File: config.mk
export PLATFORM = sky130hd
export DESIGN_NAME = ssd1306_spi_receiver
export DESIGN_NICKNAME = d
export VERILOG_FILES = /design/src/rtl/ssd1306_spi_receiver_pkg.sv /design/src/rtl/ssd1306_spi_receiver_spi_byte_rx.sv /design/src/rtl/ssd1306_spi_receiver.sv
export SDC_FILE = /design/constraint.sdc
export NUM_CORES = 1
export LEC_CHECK = 0
export BUFFER_PORTS_ARGS = -buffer_cell sky130_fd_sc_hd__buf_2
export CAP_MARGIN = 20
export CORE_ASPECT_RATIO = 0.9
export CORE_UTILIZATION = 30
export CTS_BUF_LIST = sky130_fd_sc_hd__clkbuf_4
export DETAILED_ROUTE_END_ITERATION = 16
export PLACE_DENSITY = 0.52
export SETUP_SLACK_MARGIN = 0.1
export SYNTH_ARGS = -nofsm -noshare
export SYNTH_HDL_FRONTEND = slang
export SYNTH_SLANG_ARGS = --single-unit
File: constraint.sdc
create_clock -name clk -period 5.9 [get_ports clk]
set_input_delay 0.59 -clock clk [delete_from_list [all_inputs] [get_ports clk]]
set_output_delay 0.59 -clock clk [all_outputs]
set_load 0.02 [all_outputs]
File: src/rtl/ssd1306_spi_receiver_pkg.sv
// Shared opcode table, reset defaults and encodings for the SSD1306 display-side SPI receiver.
package ssd1306_spi_receiver_pkg;

   localparam logic [7:0] OP_DISPLAY_OFF   = 8'hAE;
   localparam logic [7:0] OP_DISPLAY_ON    = 8'hAF;
   localparam logic [7:0] OP_RESUME_RAM    = 8'hA4;
   localparam logic [7:0] OP_ENTIRE_ON     = 8'hA5;
   localparam logic [7:0] OP_NORMAL        = 8'hA6;
   localparam logic [7:0] OP_INVERSE       = 8'hA7;
   localparam logic [7:0] OP_SEG_REMAP0    = 8'hA0;
   localparam logic [7:0] OP_SEG_REMAP1    = 8'hA1;
   localparam logic [7:0] OP_COM_SCAN_INC  = 8'hC0;
   localparam logic [7:0] OP_COM_SCAN_DEC  = 8'hC8;
   localparam logic [7:0] OP_CONTRAST      = 8'h81;
   localparam logic [7:0] OP_ADDR_MODE     = 8'h20;
   localparam logic [7:0] OP_MUX_RATIO     = 8'hA8;
   localparam logic [7:0] OP_DISP_OFFSET   = 8'hD3;
   localparam logic [7:0] OP_CLK_DIV       = 8'hD5;
   localparam logic [7:0] OP_PRECHARGE     = 8'hD9;
   localparam logic [7:0] OP_VCOMH         = 8'hDB;
   localparam logic [7:0] OP_CHARGE_PUMP   = 8'h8D;
   localparam logic [7:0] OP_COL_ADDR      = 8'h21;
   localparam logic [7:0] OP_PAGE_ADDR     = 8'h22;

   localparam logic [1:0] ARGS_UNKNOWN     = 2'd3;

   localparam logic [7:0] CONTRAST_DEFAULT = 8'h7F;
   localparam logic [6:0] COL_END_DEFAULT  = 7'd127;
   localparam logic [2:0] PAGE_END_DEFAULT = 3'd7;

   localparam logic [1:0] AM_HORIZ         = 2'b00;
   localparam logic [1:0] AM_VERT          = 2'b01;
   localparam logic [1:0] AM_PAGE          = 2'b10;
   localparam logic [1:0] AM_PAGE_ALT      = 2'b11;

   typedef enum logic [1:0] {
      ST_IDLE = 2'd0,
      ST_ARG1 = 2'd1,
      ST_ARG2 = 2'd2
   } parse_state_t;

   // Number of argument bytes following an opcode; ARGS_UNKNOWN flags an unsupported opcode.
   function automatic logic [1:0] op_arg_count(input logic [7:0] op);
      logic [1:0] n;
      n = ARGS_UNKNOWN;
      case (op)
         OP_DISPLAY_OFF, OP_DISPLAY_ON, OP_RESUME_RAM, OP_ENTIRE_ON,
         OP_NORMAL, OP_INVERSE, OP_SEG_REMAP0, OP_SEG_REMAP1,
         OP_COM_SCAN_INC, OP_COM_SCAN_DEC:                          n = 2'd0;
         OP_CONTRAST, OP_ADDR_MODE, OP_MUX_RATIO, OP_DISP_OFFSET,
         OP_CLK_DIV, OP_PRECHARGE, OP_VCOMH, OP_CHARGE_PUMP:        n = 2'd1;
         OP_COL_ADDR, OP_PAGE_ADDR:                                 n = 2'd2;
         default: if (op[7:6] == 2'b01) n = 2'd0;
      endcase
      return n;
   endfunction

endpackage

File: src/rtl/ssd1306_spi_receiver_spi_byte_rx.sv
// Synchronises the SPI pins and deserialises MSB-first bytes, tagging each with the dc level.
module spi_byte_rx
   import ssd1306_spi_receiver_pkg::*;
#(
   parameter int SYNC_STAGES = 2
) (
   input  logic       clk,
   input  logic       rst,
   input  logic       spi_sclk,
   input  logic       spi_sdin,
   input  logic       spi_cs,
   input  logic       spi_dc,
   input  logic       spi_reset,
   output logic       panel_rst,
   output logic       byte_valid,
   output logic [7:0] rx_byte,
   output logic       rx_dc
);

   // Pin bundle order {reset, dc, cs, sdin, sclk}; idle is reset released, cs high, sclk high.
   localparam logic [4:0] PIN_IDLE = 5'b10101;

   logic [4:0] pins;
   logic [4:0] sync_reg [SYNC_STAGES];
   logic [4:0] synced;

   assign pins = {spi_reset, spi_dc, spi_cs, spi_sdin, spi_sclk};

   genvar gi;
   generate
      for (gi = 0; gi < SYNC_STAGES; gi++) begin : g_sync
         if (gi == 0) begin : g_first
            always_ff @(posedge clk) begin
               if (rst) sync_reg[gi] <= PIN_IDLE;
               else     sync_reg[gi] <= pins;
            end
         end else begin : g_next
            always_ff @(posedge clk) begin
               if (rst) sync_reg[gi] <= PIN_IDLE;
               else     sync_reg[gi] <= sync_reg[gi-1];
            end
         end
      end
   endgenerate

   assign synced = sync_reg[SYNC_STAGES-1];

   logic       sclk_s, sdin_s, cs_s, dc_s;
   logic       sclk_prev_reg;
   logic       core_rst;
   logic       sclk_rise;
   logic [7:0] shift_reg;
   logic [7:0] shift_next;
   logic [2:0] bit_cnt_reg;

   assign sclk_s     = synced[0];
   assign sdin_s     = synced[1];
   assign cs_s       = synced[2];
   assign dc_s       = synced[3];
   assign panel_rst  = ~synced[4];
   assign core_rst   = rst | panel_rst;
   assign sclk_rise  = sclk_s & ~sclk_prev_reg;
   assign shift_next = {shift_reg[6:0], sdin_s};

   // Edge history follows the pin even during a panel reset so release never fakes a rise.
   always_ff @(posedge clk) begin
      if (rst) sclk_prev_reg <= 1'b1;
      else     sclk_prev_reg <= sclk_s;
   end

   always_ff @(posedge clk) begin
      if (core_rst) begin
         shift_reg   <= '0;
         bit_cnt_reg <= '0;
         byte_valid  <= 1'b0;
         rx_byte     <= '0;
         rx_dc       <= 1'b0;
      end else begin
         byte_valid <= 1'b0;
         if (cs_s) begin
            bit_cnt_reg <= '0;
         end else if (sclk_rise) begin
            shift_reg <= shift_next;
            if (bit_cnt_reg == 3'd7) begin
               byte_valid  <= 1'b1;
               rx_byte     <= shift_next;
               rx_dc       <= dc_s;
               bit_cnt_reg <= '0;
            end else begin
               bit_cnt_reg <= bit_cnt_reg + 3'd1;
            end
         end
      end
   end

endmodule

File: src/rtl/ssd1306_spi_receiver.sv
// SSD1306 panel model: command parser, configuration registers and framebuffer write pointers.
module ssd1306_spi_receiver
   import ssd1306_spi_receiver_pkg::*;
#(
   parameter int SYNC_STAGES = 2,
   parameter int FB_ADDR_W   = 10
) (
   input  logic                 clk,
   input  logic                 rst,
   input  logic                 spi_sclk,
   input  logic                 spi_sdin,
   input  logic                 spi_cs,
   input  logic                 spi_dc,
   input  logic                 spi_reset,
   output logic                 fb_we,
   output logic [FB_ADDR_W-1:0] fb_addr,
   output logic [7:0]           fb_data,
   output logic                 display_on,
   output logic [7:0]           contrast,
   output logic                 invert,
   output logic [1:0]           addr_mode,
   output logic                 cmd_err
);

   logic       panel_rst;
   logic       byte_valid;
   logic [7:0] rx_byte;
   logic       rx_dc;
   logic       core_rst;

   spi_byte_rx #(
      .SYNC_STAGES (SYNC_STAGES)
   ) u_rx (
      .clk        (clk),
      .rst        (rst),
      .spi_sclk   (spi_sclk),
      .spi_sdin   (spi_sdin),
      .spi_cs     (spi_cs),
      .spi_dc     (spi_dc),
      .spi_reset  (spi_reset),
      .panel_rst  (panel_rst),
      .byte_valid (byte_valid),
      .rx_byte    (rx_byte),
      .rx_dc      (rx_dc)
   );

   assign core_rst = rst | panel_rst;

   parse_state_t state_reg;
   logic [7:0]   opcode_reg;
   logic [6:0]   col_reg, col_start_reg, col_end_reg;
   logic [2:0]   page_reg, page_start_reg, page_end_reg;
   logic [6:0]   col_next;
   logic [2:0]   page_next;
   logic         col_wrap, page_wrap;

   assign col_wrap  = (col_reg == col_end_reg);
   assign page_wrap = (page_reg == page_end_reg);

   // Pointer position after the current data byte is written.
   always_comb begin
      col_next  = col_reg;
      page_next = page_reg;
      case (addr_mode)
         AM_HORIZ: begin
            if (col_wrap) begin
               col_next  = col_start_reg;
               page_next = page_wrap ? page_start_reg : page_reg + 3'd1;
            end else begin
               col_next  = col_reg + 7'd1;
            end
         end
         AM_VERT: begin
            if (page_wrap) begin
               page_next = page_start_reg;
               col_next  = col_wrap ? col_start_reg : col_reg + 7'd1;
            end else begin
               page_next = page_reg + 3'd1;
            end
         end
         default: col_next = col_wrap ? col_start_reg : col_reg + 7'd1;
      endcase
   end

   always_ff @(posedge clk) begin
      if (core_rst) begin
         state_reg      <= ST_IDLE;
         opcode_reg     <= '0;
         col_reg        <= '0;
         page_reg       <= '0;
         col_start_reg  <= '0;
         col_end_reg    <= COL_END_DEFAULT;
         page_start_reg <= '0;
         page_end_reg   <= PAGE_END_DEFAULT;
         display_on     <= 1'b0;
         contrast       <= CONTRAST_DEFAULT;
         invert         <= 1'b0;
         addr_mode      <= AM_PAGE;
         cmd_err        <= 1'b0;
         fb_we          <= 1'b0;
         fb_addr        <= '0;
         fb_data        <= '0;
      end else begin
         fb_we <= 1'b0;
         if (byte_valid && rx_dc) begin
            // Data abandons any half-received command but is still written.
            if (state_reg != ST_IDLE) cmd_err <= 1'b1;
            state_reg <= ST_IDLE;
            fb_we     <= 1'b1;
            fb_addr   <= FB_ADDR_W'({page_reg, col_reg});
            fb_data   <= rx_byte;
            col_reg   <= col_next;
            page_reg  <= page_next;
         end else if (byte_valid) begin
            case (state_reg)
               ST_IDLE: begin
                  opcode_reg <= rx_byte;
                  case (op_arg_count(rx_byte))
                     2'd0: begin
                        case (rx_byte)
                           OP_DISPLAY_OFF: display_on <= 1'b0;
                           OP_DISPLAY_ON:  display_on <= 1'b1;
                           OP_NORMAL:      invert     <= 1'b0;
                           OP_INVERSE:     invert     <= 1'b1;
                           default: ;
                        endcase
                     end
                     2'd1, 2'd2: state_reg <= ST_ARG1;
                     default:    cmd_err   <= 1'b1;
                  endcase
               end
               ST_ARG1: begin
                  state_reg <= ST_IDLE;
                  case (opcode_reg)
                     OP_CONTRAST:  contrast  <= rx_byte;
                     OP_ADDR_MODE: addr_mode <= rx_byte[1:0];
                     OP_COL_ADDR: begin
                        col_start_reg <= rx_byte[6:0];
                        state_reg     <= ST_ARG2;
                     end
                     OP_PAGE_ADDR: begin
                        page_start_reg <= rx_byte[2:0];
                        state_reg      <= ST_ARG2;
                     end
                     default: ;
                  endcase
               end
               ST_ARG2: begin
                  state_reg <= ST_IDLE;
                  if (opcode_reg == OP_COL_ADDR) begin
                     col_end_reg <= rx_byte[6:0];
                     col_reg     <= col_start_reg;
                  end else begin
                     page_end_reg <= rx_byte[2:0];
                     page_reg     <= page_start_reg;
                  end
               end
               default: state_reg <= ST_IDLE;
            endcase
         end
      end
   end

endmodule

After elaboration in Yosys (flattened, before gate mapping)
Memories as Yosys holds them, arrays and structs flattened.
Index checks and enable logic that the tools add are counted.
Widths: inputs -> output; s select.
{ "totals": {"reg_bits": 93, "ramBits": 10, "in_bits": 7, "output_inout_bits": 32, "wordCells": 149, "n_memories": 1} }
{ "classes": {"n_addsub": 3, "eq_ne": 40, "muxes": 38, "bitwise": 10, "reduce_logical": 35} }
{ "mem_list": {"columns": ["memory", "words", "width", "read_ports", "rd_clocked_by_memory_dff", "wr", "line", "source"], "rows": [
  ["u_rx.sync_reg", 2, 5, 2, 0, 2, "ssd1306_spi_receiver_spi_byte_rx.sv:24", "logic [4:0] sync_reg [SYNC_STAGES];"]
]} }
{ "ops": {"columns": ["op", "n"], "rows": [
  ["$eq 8x8->1 const B", 18],
  ["$mux 7", 7],
  ["$eq 8x6->1 const B", 6],
  ["$reduce_and 4->1", 8],
  ["$mux 3", 7],
  ["$reduce_and 5->1", 3],
  ["$mux 2", 7],
  ["$reduce_bool 2->1", 7],
  ["$mux 1", 10],
  ["$mux 5", 2],
  ["$reduce_or 10->1", 1],
  ["$reduce_or 2->1", 5],
  ["$eq 2x1->1 const B", 4],
  ["$reduce_or 8->1", 1],
  ["$add 7x1->7 const B", 1],
  ["$eq 7x7->1", 1],
  ["$add 3x1->3 const B", 2],
  ["$logic_not 2->1", 3],
  ["$ne 2x1->1 const B", 3],
  ["$ne 3x3->1 const B", 2],
  ["$not 1->1", 6],
  ["$pmux 2 s3", 1],
  ["$pmux 3 s2", 1],
  ["$reduce_and 3->1", 2],
  ["12 further kinds", 18]
]} }

Longest topological paths before layout
{ "depth": {"depth_word": 13, "ltp_mapped": 11, "depth_no_buf": 10} }

Modules after synthesis
From an unflattened synthesis, not the netlist that was laid out.
{ "unflattened": {"hier_cells": 493, "hier_area_um2": 4389.2} }
{ "by_module_without_submodules": {"columns": ["mod", "instances", "cells_per_inst", "area_per_inst_um2", "seq_area_each_um2"], "rows": [
  ["ssd1306_spi_receiver", 1, 390, 3330.7, 1441.4],
  ["spi_byte_rx", 1, 103, 1058.5, 620.6]
]} }

Worst setup path after synthesis
OpenSTA, ideal clock, no wires.
{ "synth_timing": {"path_type": "reg-to-reg", "startpoint": "reg u_rx.rx_byte[3]", "endpoint": "reg cmd_err", "setup_time_ps": 65, "t_arrival_ps": 2100, "required_ps": 5835, "path_slack_ps": 3735, "path_stages_with_launch": 10, "n_path_buf": 1, "path_cell_list": "dfxtp_1 > clkbuf_1 > o21ai_0 > a32oi_1 > o311a_1 > ha_1 > or4b_2 > a21oi_1 > nor2_1 > nor2_1"} }
{ "synth_between": {"elab_chain_len": 11} }
{ "synth_rtl": {"columns": ["item", "line", "source"], "rows": [
  ["start: declaration", "ssd1306_spi_receiver_spi_byte_rx.sv:16", "output logic [7:0] rx_byte,"],
  ["start signal: assignment", "ssd1306_spi_receiver_spi_byte_rx.sv:86", "rx_byte <= shift_next;"],
  ["$eq 8x8->1 or $eq 8x6->1 (tied branches)", "ssd1306_spi_receiver_pkg.sv:46", "case (op)"],
  ["$reduce_or 10->1 (tied with other cells)", "ssd1306_spi_receiver_pkg.sv:46", null],
  ["$pmux 2 s3 (*)", "ssd1306_spi_receiver_pkg.sv:46", null],
  ["$mux 2 (*)", "ssd1306_spi_receiver.sv:115", "case (state_reg)"],
  ["$mux 2 (*)", "ssd1306_spi_receiver.sv:114", "end else if (byte_valid) begin"],
  ["$mux 2 (*)", "ssd1306_spi_receiver.sv:105", "if (byte_valid && rx_dc) begin"],
  ["$mux 2 (*)", "ssd1306_spi_receiver.sv:86", "if (core_rst) begin"],
  ["$eq 2x1->1 (tied with other cells)", "ssd1306_spi_receiver.sv:118", "case (op_arg_count(rx_byte))"],
  ["$reduce_or 3->1 (no line) (*)", null, null],
  ["$ne 2x1->1 (no line) (*)", null, null],
  ["$reduce_and 4->1 (no line) (*)", null, null],
  ["end signal: assignment", "ssd1306_spi_receiver.sv:99", "cmd_err <= 1'b0;"],
  ["end signal: assignment", "ssd1306_spi_receiver.sv:107", "if (state_reg != ST_IDLE) cmd_err <= 1'b1;"],
  ["end signal: assignment", "ssd1306_spi_receiver.sv:129", "default: cmd_err <= 1'b1;"],
  ["end: declaration", "ssd1306_spi_receiver.sv:22", "output logic cmd_err"]
]} }
Mark *: on every way between the ends. The rest lies on a longest branch, timed or not. The select of a mux whose other input is x is not followed.
A chain may end at the register's enable or synchronous reset.

Final worst setup path
{ "layout_timing": {"startpoint": "reg u_rx.rx_byte[2]", "endpoint": "reg invert"} }
{ "layout_between": {"elab_chain_len": 9} }
{ "layout_rtl": {"columns": ["item", "line", "source"], "rows": [
  ["$eq 8x8->1 (tied with other cells)", "ssd1306_spi_receiver_pkg.sv:46, ssd1306_spi_receiver.sv:120", null],
  ["$reduce_or 10->1 (tied with other cells)", "ssd1306_spi_receiver_pkg.sv:46", null],
  ["$pmux 2 s3", "ssd1306_spi_receiver_pkg.sv:46", null],
  ["$mux 2", "ssd1306_spi_receiver.sv:115", null],
  ["$mux 2", "ssd1306_spi_receiver.sv:114", null],
  ["$mux 2", "ssd1306_spi_receiver.sv:105", null],
  ["$mux 2", "ssd1306_spi_receiver.sv:86", null],
  ["$logic_not 2->1", "ssd1306_spi_receiver.sv:118", null],
  ["$reduce_and 5->1 (no line)", null, null],
  ["end signal: assignment", "ssd1306_spi_receiver.sv:97", "invert <= 1'b0;"],
  ["end signal: assignment", "ssd1306_spi_receiver.sv:123", "OP_NORMAL: invert <= 1'b0;"],
  ["end signal: assignment", "ssd1306_spi_receiver.sv:124", "OP_INVERSE: invert <= 1'b1;"],
  ["end: declaration", "ssd1306_spi_receiver.sv:20", "output logic invert,"]
]} }
Parallel ways exist; a longest one is shown, timed or not. The select of a mux whose other input is x is not followed.

==> results.yml <==
global_routing:
  gr-usage-all-layers: 0.1421
  grt_pass1_vias: 3107
  grt_pass1_wl_um: 16290
  grt_max_degree: 68
  grt_overflow: 0
  antenna_found_initial: 0
yosys:
  yosysUniqueCellTypes: 55
  yosysSeqAreaShare: 0.4738
  synth.net_count: 504
  synth_cells: 491
  async_flop_share: 0
  synth_seq_cells: 103
  synth-edff-count: 0
  synthFlopType: "dfxtp_1"
  ys_warn_count: 0
  synth_area_mm2: 0.004352
  syn_avg_cell_area_um2: 8.863
sta:
  worst_pin_slew_ns: 0.8738
  max_slew_margin: 0.4174
  setup_viol: 0
  whs_ns: 0.2658
  hold_viol_final: 0
  slew_violations: 0
  fin_ws_ns: 3.356
  worst_clock_skew_ns: 0.02280
  min_period_ns: 2.545
  post-route-period-util: 0.4313
  finalSetupTns_ns: 0
  fmaxAchievable_ghz: 0.3930
  grt_setup_unrepaired: "false"
cts:
  post_cts_buffers: 0
  cts_tree: "done"
  clock_latency_ns: 0.49
  ctsRootBufferMaster: "clkbuf_4"
  htree_levels: 3
  cts_hold_buf: 0
  numCtsBuffers: 9
  cts_resized: 0
  cts.sinks: 103
  cts.clk_slew.worst_paths_ns: 0.18
  cts_buffer_depth: 2
hold_path:
  hp-class: "in2reg"
power_and_ir_drop:
  p_int_uw: 843.6
  clkPwrFrac: 0.354
  p_switching_uw: 275.4
  swShare: 0.2461
  seqPwrFrac: 0.627
  p_leak_nw: 1.925
  comb_power_share: 0.019
  vdd_ir_drop_max_uv: 142.0
  p_per_area_mw_per_mm2: 231.7
worst_setup_path:
  crit_arrival_ns: 2.91
  required_ns: 6.27
  critical_path_class: "reg2reg"
  start_kind: "register"
  worstPathMaxFanout: 15
  end_kind: "register"
placed_design:
  dp_hpwl_um: 6823
  routabilityCongestion: 0.8174
  numPortBuffers: 38
  pre_cts_ws_ns: 3.428
cells_and_area:
  layout_commonest_cell: "nand2_1"
  utilization: 0.3424
  area_delta_synth_final_pct: 10.98
  fillers: 1484
  antenna_cells: 0
  layout_common_cells: "112 x nand2_1, 103 x dfxtp_1, 55 x a21oi_1, 42 x mux2i_1, 38 x buf_2"
  drive_gt1_frac: 0.1528
  nNetsFinal: 525
route:
  vias: 3404
  dr.pass1.iters: 4
  post_drt_wl_per_cell_um: 14.24
  detail-route-antenna-nets: 0
  drc: 0
  routed_wl_um: 10110
  drt-initial-drc-count: 228
  via_per_inst: 4.794
floorplanning:
  die_w_um: 129.0
  io_pins: 39
  rows: 41
  start_util: 0.3085
  die_area_mm2: 0.01499
  die_h_um: 116.3
  core_mm2: 0.01411
status:
  status: "finished clean"
flow_run:
  cap_viol_max_count: 0
## metal layers
| layer | wire length [um] | vias up | part of all wire | global-route usage |
|---|---|---|---|---|
| li1 | - | 1710 | - | - |
| met1 | 5218 | 1603 | 0.52 | 0.2017 |
| met5 | 0 | - | 0 | 0 |
| met2 | 4323 | 79 | 0.43 | 0.2097 |
| met4 | 127 | 0 | 0.013 | 0.04706 |
| met3 | 439 | 12 | 0.043 | 0.03481 |
## final timing paths
check        slack [ns]                  end                start  cells past startpoint
max reg2reg        3.36               invert      u_rx.rx_byte[2]                     10
max                3.36               invert      u_rx.rx_byte[2]                     10
min reg2reg        0.43  u_rx.sync_reg[1][2]  u_rx.sync_reg[0][2]                      1
min                0.27  u_rx.sync_reg[0][0]             spi_sclk                      2
## logic make-up (layout without fill, tap and decap cells)
| family | count (synthesis) | in the layout | synth area share |
|---|---|---|---|
| AO/OA/AOI/OAI | 85 | 85 | 0.1144 |
| XOR/XNOR | 15 | 15 | 0.03019 |
| adder cells (fa/ha/maj) | 6 | 6 | 0.01725 |
| buffers and inverters | 35 | 61 | 0.03335 |
| flip-flops | 103 | 103 | 0.4738 |
| multiplexers | 42 | 42 | 0.09661 |
| AND/OR/NAND/NOR | 205 | 205 | 0.2343 |
## stage by stage
stage	cells	power [mW]	instance area [um2]
3_3_place_gp	694	0.7372	4674
3_5_place_dp	694	0.7376	4674
2_1_floorplan	491	0.7303	4352
5_1_grt	710	1.162	4830
6_report	710	1.119	4830
4_1_cts	710	1.135	4830
## power by group through the flow
stage / Clock [mW] / Sequential (mW) / Combinational (mW)
floorplan: 0 / 0.715 / 0.0155
global placement: 0 / 0.716 / 0.0213
detailed placement: 0 / 0.716 / 0.0217
CTS: 0.412 / 0.701 / 0.0216
global route: 0.437 / 0.702 / 0.0232
finish: 0.396 / 0.701 / 0.0213
## cell type report
| type | count | area, um2 | area share |
|---|---|---|---|
| clock buffer | 9 | 67.56 | 0.01399 |
| inverter | 5 | 18.77 | 0.003886 |
| timing repair buffer | 40 | 205.2 | 0.04249 |
| sequential | 103 | 2062 | 0.4269 |
| clock inverter | 7 | 87.58 | 0.01813 |
| multi-input combinational | 353 | 2147 | 0.4446 |
| tap | 193 | 241.5 | 0.05000 |
## synth_stat cells, types with 2 or more instances
cell type	instances	share of area
a31oi_1	2	0.0029
and2_1	6	0.0086
dfxtp_1	103	0.47
xor2_1	9	0.018
nor2b_1	6	0.0086
nor2_1	28	0.024
buf_1	3	0.0026
nand3_1	5	0.0057
or3_1	3	0.0043
o311a_1	2	0.0046
buf_2	5	0.0057
or2_2	9	0.013
o21ai_0	10	0.012
nand4b_1	2	0.0040
clkbuf_1	21	0.018
nand3b_1	2	0.0034
a21oi_1	55	0.063
xnor2_1	6	0.012
nor3b_2	2	0.0057
ha_1	6	0.017
inv_1	5	0.0043
nand2_1	112	0.097
mux2i_1	42	0.097
nor3_1	7	0.0080
o31ai_1	2	0.0034
nand2b_1	3	0.0043
o22ai_1	5	0.0072
nand4_1	3	0.0043
## critical path, stage by stage (launching register included)
cell and delay, ns:
dfxtp_1 0.75, and4b_1 0.27, a21oi_1 0.04, o22a_1 0.21, o311a_1 0.36, inv_1 0.06, ha_1 0.14, and4_1 0.23
nand4b_1 0.14, mux2i_1 0.19, nor2_1 0.05
(Power assumes the default switching activity.)
